==> config.mk <==
export PLATFORM = sky130hd
export DESIGN_NAME = sobel_gradient_pipe
export DESIGN_NICKNAME = d
export VERILOG_FILES = /design/src/rtl/sobel_pkg.sv /design/src/rtl/sobel_mag_sel.sv /design/src/rtl/sobel_gradient_pipe.sv
export SDC_FILE = /design/constraint.sdc
export NUM_CORES = 1
export LEC_CHECK = 0
export ABC_CLOCK_PERIOD_IN_PS = 3900
export CAP_MARGIN = 40
export CORE_ASPECT_RATIO = 1.25
export CORE_MARGIN = 2
export CORE_UTILIZATION = 49
export CTS_CLUSTER_SIZE = 16
export DETAILED_ROUTE_END_ITERATION = 8
export GPL_ROUTABILITY_DRIVEN = 0
export HOLD_SLACK_MARGIN = 0.08
export PLACE_DENSITY = 0.84
export SYNTH_ARGS = -nofsm -noshare
export SYNTH_HDL_FRONTEND = slang
export SYNTH_SLANG_ARGS = --single-unit
==> constraint.sdc <==
create_clock -name clk -period 3.9 [get_ports clk]
set_clock_uncertainty 0.2 [all_clocks]
set_input_delay 0.78 -clock clk [delete_from_list [all_inputs] [get_ports clk]]
set_output_delay 0.78 -clock clk [all_outputs]
set_load 0.1 [all_outputs]
==> src/rtl/sobel_pkg.sv <==
// Shared types, window indices and width helpers for the Sobel gradient pipeline.
package sobel_pkg;

  typedef enum logic [1:0] {
    MAG_L1  = 2'b00,
    MAG_GX  = 2'b01,
    MAG_GY  = 2'b10,
    MAG_MAX = 2'b11
  } mag_mode_e;

  // Row-major 3x3 window positions, P0 = top-left.
  localparam int P0 = 0;
  localparam int P1 = 1;
  localparam int P2 = 2;
  localparam int P3 = 3;
  localparam int P4 = 4;
  localparam int P5 = 5;
  localparam int P6 = 6;
  localparam int P7 = 7;
  localparam int P8 = 8;

  // |gx|,|gy| <= 4*(2^pix_w - 1) needs pix_w+2 magnitude bits plus a sign bit.
  function automatic int grad_w(input int pix_w);
    return pix_w + 3;
  endfunction

  // |gx|+|gy| <= 8*(2^pix_w - 1) fits in pix_w+3 unsigned bits.
  function automatic int mag_w(input int pix_w);
    return pix_w + 3;
  endfunction

endpackage

==> src/rtl/sobel_mag_sel.sv <==
// Combinational absolute value of gx/gy and magnitude select (L1, |gx|, |gy|, max).
module sobel_mag_sel
  import sobel_pkg::*;
#(
  parameter int GRAD_W = 11,
  parameter int MAG_W  = 11
) (
  input  logic signed [GRAD_W-1:0] gx,
  input  logic signed [GRAD_W-1:0] gy,
  input  mag_mode_e                mode,
  output logic        [MAG_W-1:0]  mag
);

  logic [MAG_W-1:0] abs_gx;
  logic [MAG_W-1:0] abs_gy;

  // The most negative gradient is -4*(2^PIX_W-1), never the type minimum,
  // so a plain two's-complement negate is always exact.
  assign abs_gx = gx[GRAD_W-1] ? MAG_W'(-gx) : MAG_W'(gx);
  assign abs_gy = gy[GRAD_W-1] ? MAG_W'(-gy) : MAG_W'(gy);

  always_comb begin
    // NOTE: default assigned before the case so every path drives mag; no latch is inferred.
    mag = '0;
    unique case (mode)
      MAG_L1:  mag = abs_gx + abs_gy;
      MAG_GX:  mag = abs_gx;
      MAG_GY:  mag = abs_gy;
      MAG_MAX: mag = (abs_gx > abs_gy) ? abs_gx : abs_gy;
      default: mag = '0;
    endcase
  end

endmodule

==> src/rtl/sobel_gradient_pipe.sv <==
// Three-stage Sobel gradient engine with global-stall valid/ready handshake.
// Define SOBEL_THRESH_EN to build the threshold path; otherwise edge_flag is tied 0.
module sobel_gradient_pipe
  import sobel_pkg::*;
#(
  parameter int PIX_W  = 8,
  parameter int GRAD_W = grad_w(PIX_W),
  parameter int MAG_W  = mag_w(PIX_W)
) (
  input  logic                     clk,
  input  logic                     rst,
  input  logic                     in_valid,
  output logic                     in_ready,
  input  logic [9*PIX_W-1:0]       window,
  input  logic [1:0]               mode,
  input  logic [MAG_W-1:0]         thresh,
  output logic                     out_valid,
  input  logic                     out_ready,
  output logic signed [GRAD_W-1:0] gx,
  output logic signed [GRAD_W-1:0] gy,
  output logic [MAG_W-1:0]         mag,
  output logic                     edge_flag
);

  localparam int SUM_W = PIX_W + 2;

  function automatic logic [SUM_W-1:0] tri_sum(input logic [PIX_W-1:0] a,
                                                input logic [PIX_W-1:0] b,
                                                input logic [PIX_W-1:0] c);
    return SUM_W'(a) + (SUM_W'(b) << 1) + SUM_W'(c);
  endfunction

  logic [PIX_W-1:0] pix [9];

  always_comb begin
    for (int i = 0; i < 9; i++) pix[i] = window[i*PIX_W +: PIX_W];
  end

  logic adv;
  logic s1_valid, s2_valid, s3_valid;

  logic [SUM_W-1:0] s1_top, s1_bot, s1_right, s1_left;
  mag_mode_e        s1_mode, s2_mode;

  logic signed [GRAD_W-1:0] s2_gx, s2_gy;
  logic [MAG_W-1:0]         mag_d;

  // One stall signal freezes every stage, so nothing can be dropped or duplicated.
  assign adv       = out_ready | ~s3_valid;
  assign in_ready  = adv;
  assign out_valid = s3_valid;

  always_ff @(posedge clk) begin
    // NOTE: non-blocking assignments so each stage samples the previous stage's pre-edge value.
    if (rst) begin
      s1_valid <= 1'b0;
      s2_valid <= 1'b0;
      s3_valid <= 1'b0;
    end else if (adv) begin
      s1_valid <= in_valid;
      s2_valid <= s1_valid;
      s3_valid <= s2_valid;
    end
  end

  // NOTE: S1/S2 datapath registers are not reset; the stage valid bits alone qualify them.
  always_ff @(posedge clk) begin
    if (adv) begin
      s1_top   <= tri_sum(pix[P0], pix[P1], pix[P2]);
      s1_bot   <= tri_sum(pix[P6], pix[P7], pix[P8]);
      s1_right <= tri_sum(pix[P2], pix[P5], pix[P8]);
      s1_left  <= tri_sum(pix[P0], pix[P3], pix[P6]);
      s1_mode  <= mag_mode_e'(mode);

      s2_gx   <= GRAD_W'(s1_right) - GRAD_W'(s1_left);
      s2_gy   <= GRAD_W'(s1_top) - GRAD_W'(s1_bot);
      s2_mode <= s1_mode;
    end
  end

  sobel_mag_sel #(
    .GRAD_W (GRAD_W),
    .MAG_W  (MAG_W)
  ) u_mag_sel (
    .gx   (s2_gx),
    .gy   (s2_gy),
    .mode (s2_mode),
    .mag  (mag_d)
  );

  // Output stage is reset so the result bus reads zero until the first window lands.
  always_ff @(posedge clk) begin
    if (rst) begin
      gx  <= '0;
      gy  <= '0;
      mag <= '0;
    end else if (adv) begin
      gx  <= s2_gx;
      gy  <= s2_gy;
      mag <= mag_d;
    end
  end

`ifdef SOBEL_THRESH_EN
  logic [MAG_W-1:0] s1_thresh, s2_thresh;

  always_ff @(posedge clk) begin
    if (adv) begin
      s1_thresh <= thresh;
      s2_thresh <= s1_thresh;
    end
  end

  always_ff @(posedge clk) begin
    if (rst) begin
      edge_flag <= 1'b0;
    end else if (adv) begin
      edge_flag <= (mag_d > s2_thresh);
    end
  end
`else
  logic unused_thresh;

  assign unused_thresh = ^thresh;
  assign edge_flag     = 1'b0;
`endif

endmodule

==> qor.yml, run 1 <==
status: "finished, violations left"
violations: "design-rule violations"
reg2reg_depth: 13
cp.arrival_ns: 3.76
grtUsageMet1_pct: 23.3
p_leak_nw: 4.24
instances_no_fill: 1061
crit_type: "register to register"
final_area_um2: 9630
num_vias: 5645
relSlewSlack_pct: 64.3
path_buf_inv: 3
overflow: 0
port_buffers: 104
fmax_mhz: 268
synthesis.nets: 898
placedCellCount: 1043
synthCells: 696
crit_path_start_kind: "register"
rows: 49
drive_gt1_share_pct: 13.8
synth_top_area_share_pct: 27.9
grt_pass1_vias: 5964
drc: 1
synth_edf_count: 66
max-cap-violations: 0
ctsRootBufferMaster: "clkbuf_16"
grt.busiest_layer: "met2"
postRouteAntennaNets: 0
area_growth_pct: 35.6
tightest_slew_ns: 0.533
via_per_inst: 5.32
yosysSeqAreaShare_pct: 38.0
die_x_um: 112
diodes: 0
grt_max_degree: 84
setup_tns_ns: 0
layout_setup_ws_ns: 0.174
place_hpwl_um: 12700
fp.dieH_um: 139
cts_num_sinks: 102
grt_first_pass_wirelength_um: 27300
cts_hold_buf: 0
hold_class: "register to register"
critPathCaptureType: "register"
ios: 125
critPathMostFrequentCell: "buf_4"
nNetsFinal: 1080
period_needed_ns: 3.73
cts_buffers: 9
cp_top_family: "simple AND/OR/NAND/NOR gates"
synth_cell_types: 59
grt_use_total_pct: 21.9
r2r_setup_slack_ns: 0.17
ys_warn_count: 0
syn_avg_cell_area_um2: 10.2
yosysTopAreaCell: "edfxtp_1"
worstPathRequired_ns: 3.93
synth_area_leaders: "edfxtp_1 (28%), ha_1 (14%), dfxtp_1 (10%)"
cp_max_fo: 4
ir_worst_vdd_mv: 0.829
start_util_pct: 49.7
groute.layer.met3.usage_pct: 3.32
path_depth: 13
crit_end: "mag[10]$_SDFFE_PP0P_"
slowest_stage: "or4_4"
clkTransAtPathRegs_ns: 0.08
worstHoldPathCells: 0
synth_flop_cell: "edfxtp_1"
drt_iter0_drc: 369
r2r-start: "s2_gy[2]$_DFFE_PP_"
tritoncts: "done"
drv_slew: 0
timing.final.crit_share_pct: 95.5
dp_slack_ns: -0.0211
cts_buffer_depth: 2
clk_latency_ns: 0.36
die_area_um2: 15500
path_cells: "or4_4 -> o41ai_2 -> xor2_1 -> inv_1 -> ha_1 -> nor4b_2 -> buf_4 -> o31ai_1 -> and2_4 -> a211o_4 -> buf_4 -> a221oi_2 -> a211oi_2"
antenna_found_initial: 0
power_density_nw_per_um2: 964
htree_levels: 3
design.core.area_um2: 14300
async_reset_ff_share_pct: 0
dpl_cell_area_um2: 9220
drtPass1Iterations: 7
crit_start: "s2_gy[2]$_DFFE_PP_"
synth_area_um2: 7100
slowest_delay_ns: 0.60
ys_ff_latch: 102
setup_violations: 0
rr_endpoint: "mag[10]$_SDFFE_PP0P_"
wl_um: 16500
use_met2_pct: 41.9
hold_viol: 0
avgRoutedWirePerCell_um: 15.5
whs_ns: 0.223
-- cell type report --
cell class	count	area, um2
clock buffer	10	229
clock inverter	6	92.6
fill	1042	4650
inverter	75	283
multi-input combinational	505	4140
sequential	102	2700
tap	178	223
timing repair buffer	185	1960
-- flip-flops by register name, indices dropped and copies added (netlist names) --
register	count
mag	11
gy	11
s1_bot	10
s2_gx	11
s1_top	10
s1_valid	1
s1_mode	2
s1_left	10
s2_valid	1
s1_right	10
s2_gy	11
out_valid	1
gx	11
s2_mode	2
-- Yosys cell counts (3+ instances only) --
library cell,n
nand2_1,82
ha_1,78
inv_1,74
edfxtp_1,66
a21oi_1,49
dfxtp_1,36
o21ai_0,36
fa_1,35
xnor2_1,35
nor2_1,34
xor2_1,21
a21o_1,17
nor2b_1,14
nor3_1,12
nand2b_1,11
clkbuf_1,10
a211oi_1,6
a21boi_0,6
a221oi_1,6
nor4_1,6
o31ai_1,6
a22o_1,4
mux2i_1,4
a31oi_1,3
or3_1,3
-- report_power, final --
| group | total, mW | switching [mW] | internal, mW |
|---|---|---|---|
| Sequential | 1.92 | 0.252 | 1.67 |
| Combinational | 6.38 | 3.53 | 2.85 |
| Clock | 0.986 | 0.417 | 0.569 |
-- cells by family (layout without fill, tap and decap cells) --
family	Yosys count	count (layout)	share of synthesized area [%]
simple gates	179	179	11.8
buf+inv	89	276	4.86
other cells	1	1	0.0528
xor+xnor	57	57	7.13
fa+ha+maj	113	113	23.6
flops	102	102	38.0
mux	5	5	0.722
compound gates	150	150	13.7
-- placed cells by master (no fill, tap or decap), drive strengths merged, types with 7 or more instances in the layout --
cell type / synthesis / routed
clkdlybuf4s50: 0 / 103
nand2: 82 / 82
buf: 4 / 82
ha: 78 / 78
inv: 74 / 76
edfxtp: 66 / 66
a21oi: 49 / 49
o21ai: 38 / 38
dfxtp: 36 / 36
xnor2: 35 / 35
fa: 35 / 35
nor2: 34 / 34
xor2: 22 / 22
a21o: 17 / 17
nor2b: 14 / 14
nor3: 13 / 13
nand2b: 12 / 12
clkbuf: 10 / 10
a221oi: 7 / 7
a211oi: 7 / 7
-- worst min-delay path by stage --
stage / from / endpoint
2_1_floorplan: s1_mode[0]$_DFFE_PP_ / s2_mode[0]$_DFFE_PP_
3_3_place_gp: s1_mode[0]$_DFFE_PP_ / s2_mode[0]$_DFFE_PP_
3_5_place_dp: s1_mode[1]$_DFFE_PP_ / s2_mode[1]$_DFFE_PP_
4_1_cts: s1_mode[1]$_DFFE_PP_ / s2_mode[1]$_DFFE_PP_
5_1_grt: s1_mode[1]$_DFFE_PP_ / s2_mode[1]$_DFFE_PP_
6_report: s1_mode[1]$_DFFE_PP_ / s2_mode[1]$_DFFE_PP_
-- what timing repair did --
| action | 4_1_cts | 5_1_grt |
|---|---|---|
| resized for setup | 1 | 13 |
| pin swaps | 0 | 5 |
| setup buffers | 0 | 2 |
| endpoints found under the setup margin | 1 | 11 |
-- per-layer routing --
metal  part of all wire [%]  vias up
met5                      0        -
met4                    4.1        0
met3                    3.6       45
met2                     55      177
met1                     37     2649
li1                       -     2774
-- stage by stage --
step	total power, mW	utilization, %
floorplan	6.00	-
global placement	7.39	60.7
detailed placement	7.95	64.5
CTS	9.00	66.8
global route	9.92	67.4
finish	9.29	67.4
Power figures use the tool's default switching activity.
==> run 2, diff against run 1 <==
--- a/config.mk
+++ b/config.mk
@@ -7,3 +7,3 @@
 export LEC_CHECK = 0
-export ABC_CLOCK_PERIOD_IN_PS = 3900
+export ABC_CLOCK_PERIOD_IN_PS = 4750
 export CAP_MARGIN = 40
@@ -11,3 +11,4 @@
 export CORE_MARGIN = 2
-export CORE_UTILIZATION = 49
+export CORE_UTILIZATION = 50
+export CTS_CLUSTER_DIAMETER = 80
 export CTS_CLUSTER_SIZE = 16
@@ -16,3 +17,3 @@
 export HOLD_SLACK_MARGIN = 0.08
-export PLACE_DENSITY = 0.84
+export PLACE_DENSITY = 0.82
 export SYNTH_ARGS = -nofsm -noshare
==> constraint.sdc (replaced) <==
create_clock -name clk -period 4.75 [get_ports clk]
set_clock_uncertainty 0.2 [all_clocks]
set_input_delay 0.475 -clock clk [delete_from_list [all_inputs] [get_ports clk]]
set_output_delay 0.475 -clock clk [all_outputs]
set_load 0.1 [all_outputs]
==> run 2 against run 1 <==
Compared with the run above: the flow now finishes without violations; sequential power shrank 16%; critical path depth is the same; cell count shrank 4.4%; fmax shrank 14%; register-to-register slack gained 0.27 ns; combinational power shrank 29%; count of clock-buffer cells in the layout grew 1; critical path type unchanged; highest routed layer unchanged.
==> qor.yml, run 2 (same netlist as run 1, synthesis figures left out) <==
crit_path_start_kind: "register"
grt_pass1_vias: 5770  # -3.3%
p_leak_nw: 4.00  # -5.6%
status: "finished clean"
slowest_stage: "nor3_2"
cp_top_family: "simple AND/OR/NAND/NOR gates"
fp.dieH_um: 137  # -0.97%
cp.arrival_ns: 4.36  # +0.60 ns
clk_latency_ns: 0.34  # -0.02 ns
dpl_cell_area_um2: 8900  # -3.5%
ios: 125  # unchanged
num_vias: 5453  # -3.4%
slowest_delay_ns: 0.57  # -0.03 ns
power_density_nw_per_um2: 753  # -22%
min_to: "s2_mode[1]$_DFFE_PP_"
cts_buffers: 9  # unchanged
drtPass1Iterations: 5  # -2
timing.final.crit_share_pct: 90.7  # -4.8 points
fmax_mhz: 232  # -14%
tritoncts: "done"
cts_resized: 0  # -1
critPathCaptureType: "register"
grt_first_pass_wirelength_um: 25800  # -5.4%
diodes: 0  # unchanged
crit_type: "register to register"
drv_slew: 0  # unchanged
cts_buffer_depth: 2  # unchanged
port_buffers: 104  # unchanged
n_fill_cell: 1038  # -0.38%
r2r-start: "s2_gx[0]$_DFFE_PP_"
overflow: 0  # unchanged
multiInputGateArea_um2: 4060  # -2.0%
critPathMostFrequentCell: "ha_1"
r2r_setup_slack_ns: 0.44  # +0.27 ns
relSlewSlack_pct: 39.9  # -24 points
nNetsFinal: 1036  # -4.1%
setup_violations: 0  # unchanged
final_area_um2: 9210  # -4.4%
die_x_um: 111  # -0.97%
via_per_inst: 5.38  # +1.1%
clkTransAtPathRegs_ns: 0.07  # about the same
wl_um: 15200  # -7.9%
path_buf_inv: 1  # -2
setup_tns_ns: 0  # unchanged
postRouteAntennaNets: 0  # unchanged
reg2reg_depth: 13  # unchanged
max-cap-violations: 0  # unchanged
final_cell_mix: "clkdlybuf4s50_1 (103), nand2_1 (82), ha_1 (78)"
top_layer: "met4"
rows: 48  # -2.0%
cp_max_fo: 8  # +4
drive_gt1_share_pct: 7.99  # -5.8 points
crit_start: "s2_gx[0]$_DFFE_PP_"
design.core.area_um2: 13900  # -2.9%
grt_max_degree: 78  # -7.1%
wl_met1_um: 5760  # -6.5%
rsz0062_at_grt: "false"
grt_use_total_pct: 21.0  # -0.89 points
worstHoldPathCells: 0  # unchanged
avgRoutedWirePerCell_um: 15.0  # -3.6%
worstPathRequired_ns: 4.80  # +0.87 ns
ir_worst_vdd_mv: 0.638  # -23%
die_area_um2: 15200  # -1.9%
tightest_slew_ns: 0.902  # +0.369 ns
layout_commonest_cell: "clkdlybuf4s50_1"
area_growth_pct: 29.7
cts_hold_buf: 0  # unchanged
path_cells: "inv_1 -> ha_1 -> or4b_4 -> o21ai_2 -> xnor2_1 -> ha_1 -> nor4_1 -> o31ai_1 -> o211ai_1 -> a2111oi_4 -> nor3_2 -> a221oi_1 -> a211oi_1"
cts_num_sinks: 102  # unchanged
rr_endpoint: "mag[6]$_SDFFE_PP0P_"
drt_iter0_drc: 253  # -31%
dr_wl_met2_um: 8400  # -7.3%
start_util_pct: 51.2  # +1.5 points
hold_start: "s1_mode[1]$_DFFE_PP_"
place_hpwl_um: 12300  # -2.9%
drc: 0  # -1
htree_levels: 3  # unchanged
regArea_um2: 2700  # unchanged
route.met3.wl_um: 556  # -5.6%
hold_viol: 0  # unchanged
period_needed_ns: 4.31  # +0.584 ns
ctsRootBufferMaster: "clkbuf_16"
antenna_found_initial: 0  # unchanged
hold_class: "register to register"
postCtsSetupBuffers: 0  # unchanged
## run 2: worst max-delay path by stage
| stage | end | slack, ns | cells past startpoint |
|---|---|---|---|
| 2_1_floorplan | mag[9]$_SDFFE_PP0P_ | 0.10 | 4 |
| 3_3_place_gp | mag[9]$_SDFFE_PP0P_ | 0.62 | 13 |
| 3_5_place_dp | mag[6]$_SDFFE_PP0P_ | 0.50 | 13 |
| 4_1_cts | mag[6]$_SDFFE_PP0P_ | 0.49 | 13 |
| 5_1_grt | mag[6]$_SDFFE_PP0P_ | 0.17 | 13 |
| 6_report | mag[6]$_SDFFE_PP0P_ | 0.44 | 13 |
## run 2: worst reg2reg max path: stages (launching register included)
cell and delay, ns:
edfxtp_1 0.45, inv_1 0.19, ha_1 0.21, or4b_4 0.49, o21ai_2 0.15, xnor2_1 0.25, ha_1 0.37, nor4_1 0.43
o31ai_1 0.15, o211ai_1 0.18, a2111oi_4 0.10, nor3_2 0.57, a221oi_1 0.19, a211oi_1 0.28
## run 2: per-layer routing
metal  track usage (%)  vias up
li1                  -     2689
met1              22.2     2577
met2              41.7      149
met3              2.86       38
met4              9.03        0
met5                 0        -
## run 2: per-stage QoR
stage | hold slack [ns] | setup WS, ns | utilization, % | total power, mW | instances
floorplan | 0.200 | 0.104 | - | 4.92 | 696
global placement | 0.211 | 0.619 | 60.0 | 5.67 | 964
detailed placement | 0.211 | 0.503 | 64.1 | 6.12 | 998
CTS | 0.226 | 0.493 | 66.4 | 6.93 | 1014
global route | 0.242 | 0.166 | 66.4 | 7.44 | 1014
finish | 0.224 | 0.440 | 66.4 | 6.94 | 1014
## run 2: layout make-up
class	instances	area share, %
Multi-Input combinational cell	505	44.1
Sequential cell	102	29.3
Timing Repair Buffer	141	17.7
Inverter	75	3.07
Clock buffer	11	2.53
Tap cell	175	2.38
Clock inverter	5	0.883
## run 2: report_power, final
group          leakage [nW]  switching (mW)  internal (mW)
Combinational          2.85            2.61           1.93
Sequential            0.993           0.250           1.37
Clock                 0.150           0.315          0.463
==> run 3, diff against run 2 <==
Settings changed: PLACE_DENSITY 0.82 to not set, PLACE_DENSITY_LB_ADDON set to 0.05.
==> run 3 against run 2 <==
Compared with the run above: register-to-register slack lost 0.08 ns; fmax shrank 1.7%; die area unchanged; combinational power hardly changed; total power fell by 1.1%; setup slack got worse by 0.076 ns; core utilization is 0.62 points lower; first-iteration DRC count is 40% lower; hold slack gained 0.0073 ns; cell count hardly changed; largest cell class unchanged.
==> qor.yml, run 3 (same netlist as run 1, synthesis figures left out) <==
seqPwrFrac_pct: 23.6  # +0.2 points
drt_iter0_drc: 151  # -40%
layout_setup_ws_ns: 0.364  # -0.0760 ns
slowest_delay_ns: 0.57  # about the same
setup_tns_ns: 0  # unchanged
crit_type: "register to register"
grt_use_total_pct: 20.7  # -0.29 points
sw_frac_of_total_pct: 47.1  # +1.2 points
instances_no_fill: 1015  # +0.099%
area_growth_pct: 28.4
drc: 0  # unchanged
cp_max_fo: 8  # unchanged
p_clk_share_pct: 10.2  # -1.0 points
drive_gt1_share_pct: 8.21  # +0.23 points
rows: 48  # unchanged
cp.arrival_ns: 4.45  # +0.09 ns
layout_commonest_cell: "clkdlybuf4s50_1"
critPathMostFrequentCell: "ha_1"
design.core.area_um2: 13900  # unchanged
place_hpwl_um: 12600  # +1.7%
status: "finished clean"
dp_slack_ns: 0.418  # -0.0854 ns
critPathCaptureType: "register"
path_cells: "inv_1 -> ha_1 -> or4b_4 -> o41ai_1 -> xnor2_1 -> ha_1 -> nor4b_1 -> o31ai_1 -> and2_1 -> nor3_2 -> a221oi_1 -> a211oi_1"
power_density_nw_per_um2: 752  # -0.18%
cts_buffers: 9  # unchanged
drv_slew: 0  # unchanged
die_area_um2: 15200  # unchanged
grt_max_degree: 41  # -47%
drtPass1Iterations: 4  # -1
num_vias: 5346  # -2.0%
placedCellCount: 999  # +0.10%
postCtsSetupBuffers: 0  # unchanged
nNetsFinal: 1037  # +0.097%
tritoncts: "done"
ctsRootBufferMaster: "clkbuf_16"
setup_violations: 0  # unchanged
slowest_stage: "nor3_2"
dpl_cell_area_um2: 8840  # -0.62%
fin_util_pct: 65.8  # -0.62 points
port_buffers: 104  # unchanged
die_x_um: 111  # unchanged
hold_class: "register to register"
final_cell_mix: "clkdlybuf4s50_1 (103), nand2_1 (82), ha_1 (78)"
clk_latency_ns: 0.35  # about the same
ir_worst_vdd_mv: 0.607  # -5.0%
clkTransAtPathRegs_ns: 0.07  # about the same
max-cap-violations: 0  # unchanged
diodes: 0  # unchanged
grt_pass1_vias: 5533  # -4.1%
timing.final.crit_share_pct: 92.3  # +1.6 points
period_needed_ns: 4.39  # +0.0760 ns
fmax_mhz: 228  # -1.7%
overflow: 0  # unchanged
cts_resized: 0  # unchanged
avgRoutedWirePerCell_um: 15.0  # +0.13%
final_area_um2: 9120  # -0.94%
start_util_pct: 51.2  # unchanged
rsz0062_at_grt: "false"
htree_levels: 3  # unchanged
crit_path_start_kind: "register"
p_comb_share_pct: 66.2  # +0.8 points
cts_hold_buf: 0  # unchanged
via_per_inst: 5.27  # -2.1%
wl_um: 15200  # +0.23%
fp.dieH_um: 137  # unchanged
internal_power_mw: 3.63  # -3.4%
p_switching_mw: 3.23  # +1.6%
r2r_setup_slack_ns: 0.36  # -0.08 ns
relSlewSlack_pct: 50.5  # +11 points
worstPathRequired_ns: 4.81  # about the same
grt_first_pass_wirelength_um: 25100  # -2.7%
hold_viol: 0  # unchanged
ios: 125  # unchanged
postRouteAntennaNets: 0  # unchanged
antenna_found_initial: 0  # unchanged
p_leak_nw: 3.96  # -0.88%
tightest_slew_ns: 0.739  # -0.163 ns
cts_num_sinks: 102  # unchanged
cts_buffer_depth: 2  # unchanged
[run 3: cell count changes in the layout (fill, tap and decap cells not counted), sizes merged]
cell and change:
clkbuf -1, clkinv +1, clkinvlp +1, inv +1
buf +1, bufinv -2
[run 3: path summary, 6_finish.rpt]
check / cells past startpoint / end / start
hold reg to reg: 0 / s2_mode[0]$_DFFE_PP_ / s1_mode[0]$_DFFE_PP_
setup reg to reg: 12 / mag[6]$_SDFFE_PP0P_ / s2_gx[0]$_DFFE_PP_
hold / removal: 0 / s2_mode[0]$_DFFE_PP_ / s1_mode[0]$_DFFE_PP_
setup / recovery: 12 / mag[6]$_SDFFE_PP0P_ / s2_gx[0]$_DFFE_PP_
[run 3: metal layers]
layer  share of wire, %  GRT usage, %  vias to the layer above
li1                   -             -                     2690
met1                 38          21.6                     2494
met2                 56          41.5                      132
met3                3.1          2.42                       30
met4                3.1          9.58                        0
met5                  0             0                        -
[run 3: final cells by class]
cell class                      instances  area (um2)
Inverter                               75         283
Sequential cell                       102        2700
Clock inverter                          6        43.8
Clock buffer                           10         239
Tap cell                              175         219
Timing Repair Buffer                  142        1580
Multi-Input combinational cell        505        4060
Fill cell                            1091        4750
[run 3: per-stage QoR]
| step | hold WS, ns | power, mW |
|---|---|---|
| after global placement | 0.201 | 5.74 |
| after floorplan | 0.200 | 4.92 |
| after global routing | 0.252 | 7.37 |
| after CTS | 0.235 | 6.86 |
| final | 0.231 | 6.86 |
| after detailed placement | 0.218 | 6.13 |
[run 3: power groups by stage]
stage / Sequential, mW / Clock, mW / Combinational (mW)
3_5_place_dp: 1.63 / 0 / 4.50
6_report: 1.62 / 0.702 / 4.54
4_1_cts: 1.61 / 0.708 / 4.53
2_1_floorplan: 2.18 / 0 / 2.74
3_3_place_gp: 1.62 / 0 / 4.12
5_1_grt: 1.65 / 0.744 / 4.97
[run 3: critical path, delay by kind of cell, from the launching register on]
family | cells | cell delay, ns
xor gates and xnor gates | 1 | 0.25
buffers and inverters | 1 | 0.17
adders and majority gates | 2 | 0.58
AOI/OAI and AO/OA | 4 | 0.91
and+or+nand+nor | 4 | 1.73
DFF | 1 | 0.45
